`config.mk`:
```
export PLATFORM = sky130hd
export DESIGN_NAME = sff_bank_readback
export DESIGN_NICKNAME = d
export VERILOG_FILES = /design/src/rtl/sff_bank_readback.sv
export SDC_FILE = /design/constraint.sdc
export NUM_CORES = 1
export LEC_CHECK = 0
export CAP_MARGIN = 20
export CORE_AREA = 2 2 45 57
export DETAILED_ROUTE_END_ITERATION = 10
export DIE_AREA = 0 0 47 59
export HOLD_SLACK_MARGIN = 0.15
export MAX_ROUTING_LAYER = met4
export PLACE_DENSITY = 0.7
export SLEW_MARGIN = 20
export SYNTH_ARGS = -nofsm -noshare
export SYNTH_HDL_FRONTEND = slang
export SYNTH_SLANG_ARGS = --single-unit
```
`constraint.sdc`:
```
create_clock -name CLK -period 1.5 [get_ports CLK]
set_clock_uncertainty 0.15 [all_clocks]
set_input_delay 0.3 -clock CLK [delete_from_list [all_inputs] [get_ports CLK]]
set_output_delay 0.3 -clock CLK [all_outputs]
set_load 0.02 [all_outputs]
```
`src/rtl/sff_bank_readback.sv`:
```
// Flop bank (sync set/clear/CE) with MSB-first serial readback over valid/ready.
// Optional macro SFF_READBACK_PARITY_EN appends an even-parity bit to each frame.
module sff_bank_readback #(
    parameter int               WIDTH = 8,
    parameter logic [WIDTH-1:0] INIT  = '0
) (
    input  logic             CLK,
    input  logic             SRST,
    input  logic             CE,
    input  logic [WIDTH-1:0] I,
    input  logic             SSET,
    input  logic             SCLR,
    output logic [WIDTH-1:0] O,
    input  logic             CAP,
    output logic             RB_O,
    output logic             RB_VALID,
    input  logic             RB_READY,
    output logic             RB_LAST,
    output logic             BUSY,
    output logic             CAP_DROP
);

`ifdef SFF_READBACK_PARITY_EN
    localparam int FL = WIDTH + 1;
`else
    localparam int FL = WIDTH;
`endif
    localparam int CW = $clog2(WIDTH + 1);
    localparam logic [CW-1:0] LAST_IDX = CW'(FL - 1);

    localparam logic [0:0] IDLE  = 1'b0;
    localparam logic [0:0] SHIFT = 1'b1;

    logic [0:0]       state;
    logic [WIDTH-1:0] bank;
    logic [FL-1:0]    shadow;
    logic [FL-1:0]    cap_word;
    logic [CW-1:0]    count;
    logic             cap_drop;
    logic             busy;

`ifdef SFF_READBACK_PARITY_EN
    // parity is taken from the same pre-update bank value as the data bits
    assign cap_word = {bank, ^bank};
`else
    assign cap_word = bank;
`endif

    assign busy     = (state == SHIFT);
    assign O        = bank;
    assign BUSY     = busy;
    assign RB_VALID = busy;
    assign RB_O     = busy & shadow[FL-1];
    assign RB_LAST  = busy && (count == LAST_IDX);
    assign CAP_DROP = cap_drop;

    // bank update: SCLR over SSET over CE load, otherwise hold
    always_ff @(posedge CLK) begin
        if (SRST) begin
            bank <= INIT;
        end else if (SCLR) begin
            bank <= '0;
        end else if (SSET) begin
            bank <= '1;
        end else if (CE) begin
            bank <= I;
        end
    end

    // capture/shift FSM; shadow is isolated from later bank writes
    always_ff @(posedge CLK) begin
        if (SRST) begin
            state    <= IDLE;
            shadow   <= '0;
            count    <= '0;
            cap_drop <= 1'b0;
        end else begin
            cap_drop <= CAP && busy;
            case (state)
                IDLE: begin
                    if (CAP) begin
                        shadow <= cap_word;
                        count  <= '0;
                        state  <= SHIFT;
                    end
                end
                SHIFT: begin
                    if (RB_READY) begin
                        shadow <= {shadow[FL-2:0], 1'b0};
                        count  <= count + CW'(1);
                        if (count == LAST_IDX) begin
                            state <= IDLE;
                        end
                    end
                end
                default: state <= IDLE;
            endcase
        end
    end

endmodule

```
* After elaboration in Yosys (flattened, before gate mapping) *
Index checks and enable logic that the tools add are counted.

word-level totals
  register bits = 22
  latch bits = 0
  RAM bits = 0
  ROM bits = 0
  bits of input ports = 15
  output and inout port bits = 13
  logic and storage cells = 28
  memories kept = 0

operators by class
  add/subtract/negate cells = 1
  $mul = 0
  div/mod/pow operators = 0
  magnitude comparators = 0
  eq/ne operators = 3
  shift operators = 0
  multiplexer cells = 12
  bitwise operators = 2
  reduce and logical (&&, ||, !) cells = 5

operators by type and width
  kind                   number
  $mux W8                4
  $pmux W8 S2            1
  $mux W4                2
  $pmux W4 S2            1
  $add A4 B1 Y4 const B  1
  $eq A4 B3 Y1 const B   1
  $ne A2 B2 Y1 const B   2
  $mux W1                3
  $logic_and A1 B1 Y1    2
  $pmux W1 S2            1
  $reduce_and A2 Y1      1
  $reduce_bool A2 Y1     1
  $reduce_or A2 Y1       1
  $and A1 B1 Y1          1
  $not A1 Y1             1

* Depth between registers and ports, before layout *
  depth in word-level cells = 4
  gate-level depth with buffers = 5
  mapped depth without buffers = 4

* Worst setup path before layout *
OpenSTA, ideal clock, no wires.

  path kind = register to register
  from = register state (netlist: BUSY)
  to = register count[0]
  library setup time = 0.086 ns
  data arrival time = 1.334 ns
  required time = 1.264 ns
  path slack = -0.069 ns
  cell stages (with the launch flop) = 5
  buffers on the path = 2
  clock period less this slack = 1.569 ns
  path through = dfxtp_1 > buf_6 > mux2_4 > buf_2 > a211oi_1

between the ends
  longest elaborated chain between the ends = 3
  elaborated cells on any way between the ends = 5
  those cells by class = eq/ne: 2; mux: 1; bitwise: 1; reduce/logical: 1

ends and longest elaborated chain
  item                                line  RTL
  from (decl)                         34    logic [0:0] state;
  from (signal assigned)              73    state <= IDLE;
  from (signal assigned)              84    state <= SHIFT;
  from (signal assigned)              92    state <= IDLE;
  $not A1 Y1                          n/a
  $ne A2 B2 Y1 (no source line)       n/a
  $reduce_and A2 Y1 (no source line)  n/a
  to (signal assigned)                90    count <= count + CW'(1);
  to (decl)                           38    logic [CW-1:0] count;

Parallel ways exist; a longest one is shown, timed or not.
A chain may end at the register's enable or synchronous reset.

* Final worst setup path *
  from = register count[0]
  to = output RB_LAST

between the ends
  longest elaborated chain between the ends = 2

ends and longest elaborated chain
  item                 line  RTL
  $eq A4 B3 Y1         54    assign RB_LAST = busy && (count == LAST_IDX);
  $logic_and A1 B1 Y1  54
  to (decl)            18    output logic RB_LAST,

No other way between the ends.

==> results.tsv <==
metric	value	unit
finalSetupViolations	1	
tightestPinTransition	284	ps
cp_max_fo	2	
violations	negative setup slack	
power	1.21	mW
rows	19	
synth_seq_area_share	46.1	%
status	finished with violations	
relSlewSlack	81.0	%
grt_pass1_wl	3260	µm
crit_path_start	count[0]	
crit_path_end_kind	output port	
ys_ff_latch	22	
finalNonFillerCells	174	
hold_depth	2	
r2r_cells	4	
finalHoldViolCount	0	
fin_nets	160	
hpwl	1550	µm
start_util	43.7	%
hold_ws	357	ps
vias_per_cell	5.06	
grt_max_degree	23	
required	1050	ps
utilization	66.5	%
avgRoutedWirePerCell	12.3	µm
dpl.cell_count	166	
drc_errors	0	
die_h	59	µm
arrival	1170	ps
clk_path_buf_depth	2	
cts-root-buf	clkbuf_4	
postSynthCellCount	101	
grt_pass1_vias	813	
layout-drive-gt1-share	27.3	%
via_count	880	
cap_violations	0	
criticalPathCategory	flop to output port	
die_w	47	µm
hold_end	shadow[7]	
design_area	0.00145	mm²
htreeDepth	1	
hold_class	flop to flop	
min_period	1620	ps
fin_tns_setup	-119	ps
yosys_warnings	0	
min_period_over_period	108	%
start_kind	flop	
ir_worst_vdd	0.559	mV
crit_slowest_cell	dfxtp_2	
power_density	831	mW/mm²
max_freq	618	MHz
rrSetupSlack	30	ps
cts_made_buffers	3	
cts.sinks	22	
timing.rr.start	BUSY	
synth.avg_cell_area	9.46	µm²
detail_route.iter0.violations	10	
cp_cell_sequence	ha_4 > and4b_1 > buf_6	
postCtsHoldBufs	0	
slew_violations	0	
numPortBuffers	27	
leakage	0.579	nW
diodes	0	
syn-cell-area	956	µm²
grtUsageTotal	16.6	%
ant_nets	0	
cts_tree	built	
pre_cts_slack	-249	ps
min_from	shadow[7]	
gr-total-overflow	0	
wl	2140	µm
clkLatencyLatePin	300	ps
clkTransAtPathRegs	110	ps
reg2reg_to	count[3]	
dieArea	0.00277	mm²
synthToLayoutAreaGrowth	52.1	%
drt_pass1_iterations	2	
rsz0062_at_grt	yes	
synth_fp_nets	117	
cpPeakStageDelay	370	ps
core	0.00219	mm²
ios	28	
synthDistinctLibCells	25	
mostFrequentLayoutCells	dfxtp_1, buf_4, a211oi_1	
gp_congestion	0.806	
layout_setup_ws	-119	ps
postPlaceCellArea	0.00135	mm²
final_common_cell	dfxtp_1	
antenna_found_initial	0	
[kinds of logic after synthesis]
logic type	Yosys count	synth area share, %
flops	22	46.1
mux	9	9.95
simple gates	35	18.6
fa+ha+maj	1	1.31
buf+inv	9	4.97
compound gates	25	19.1
[state kept, by name, indices dropped and copies added, names as in the netlist]
register	flops
O	8
shadow	8
count	4
BUSY	1
CAP_DROP	1
[routing by layer]
layer / vias up / GRT usage (%) / wire length, µm
li1: 452 / - / -
met1: 402 / 17.5 / 897
met2: 24 / 29.2 / 1130
met3: 2 / 3.05 / 93
met4: 0 / 7.14 / 13
met5: - / - / 0
[cell type report]
cell class	count	area [µm²]
multi-input cells	70	508
fillers	195	733
well taps	31	38.8
repair buffers	47	424
flip-flops and latches	22	447
clock buffers	4	36.3
[how the worst max path moves through the flow]
stage / endpoint
after floorplan: count[0]
after global placement: RB_LAST
after detailed placement: RB_LAST
after CTS: RB_LAST
after global routing: RB_LAST
final: RB_LAST
[cell usage after synthesis]
cell type  instances  area (µm²)
a32oi_1            1        8.76
o21ai_1            1        5.00
buf_2              2        10.0
mux2i_1            8        80.1
buf_4              1        7.51
a31oi_1            1        6.26
o21ai_0            1        5.00
dfxtp_1           22         440
nor3_1             9        45.0
nor2_1            11        41.3
buf_6              1        11.3
nor2b_1            9        56.3
or3_1              1        6.26
a211oi_1          17         128
and2_1             1        6.26
buf_1              1        3.75
mux2_4             1        15.0
ha_1               1        12.5
nand3_1            1        5.00
and4b_1            1        10.0
nand2_1            2        7.51
clkbuf_1           4        15.0
a211oi_2           1        12.5
a22oi_1            1        7.51
a21oi_1            2        10.0
[worst max-delay path: cells and delay by family, from the launching register on]
kind	cells	cell delay [ps]
fa+ha+maj	1	130
buf+inv	1	130
flops	1	370
simple gates	1	230
[power by group]
group | switching [mW] | total (mW) | internal [mW] | leakage [nW]
registers | 0.0226 | 0.640 | 0.618 | 0.182
logic | 0.119 | 0.256 | 0.137 | 0.376
clock network | 0.164 | 0.312 | 0.148 | 0.0210
total | 0.306 | 1.21 | 0.903 | 0.579
[timing repair]
item	CTS	global route
pin swaps	0	2
endpoints found under the setup margin	15	12
resized for setup	23	24
buffers inserted	0	4
No activity file was read; power rests on OpenSTA's default activity.
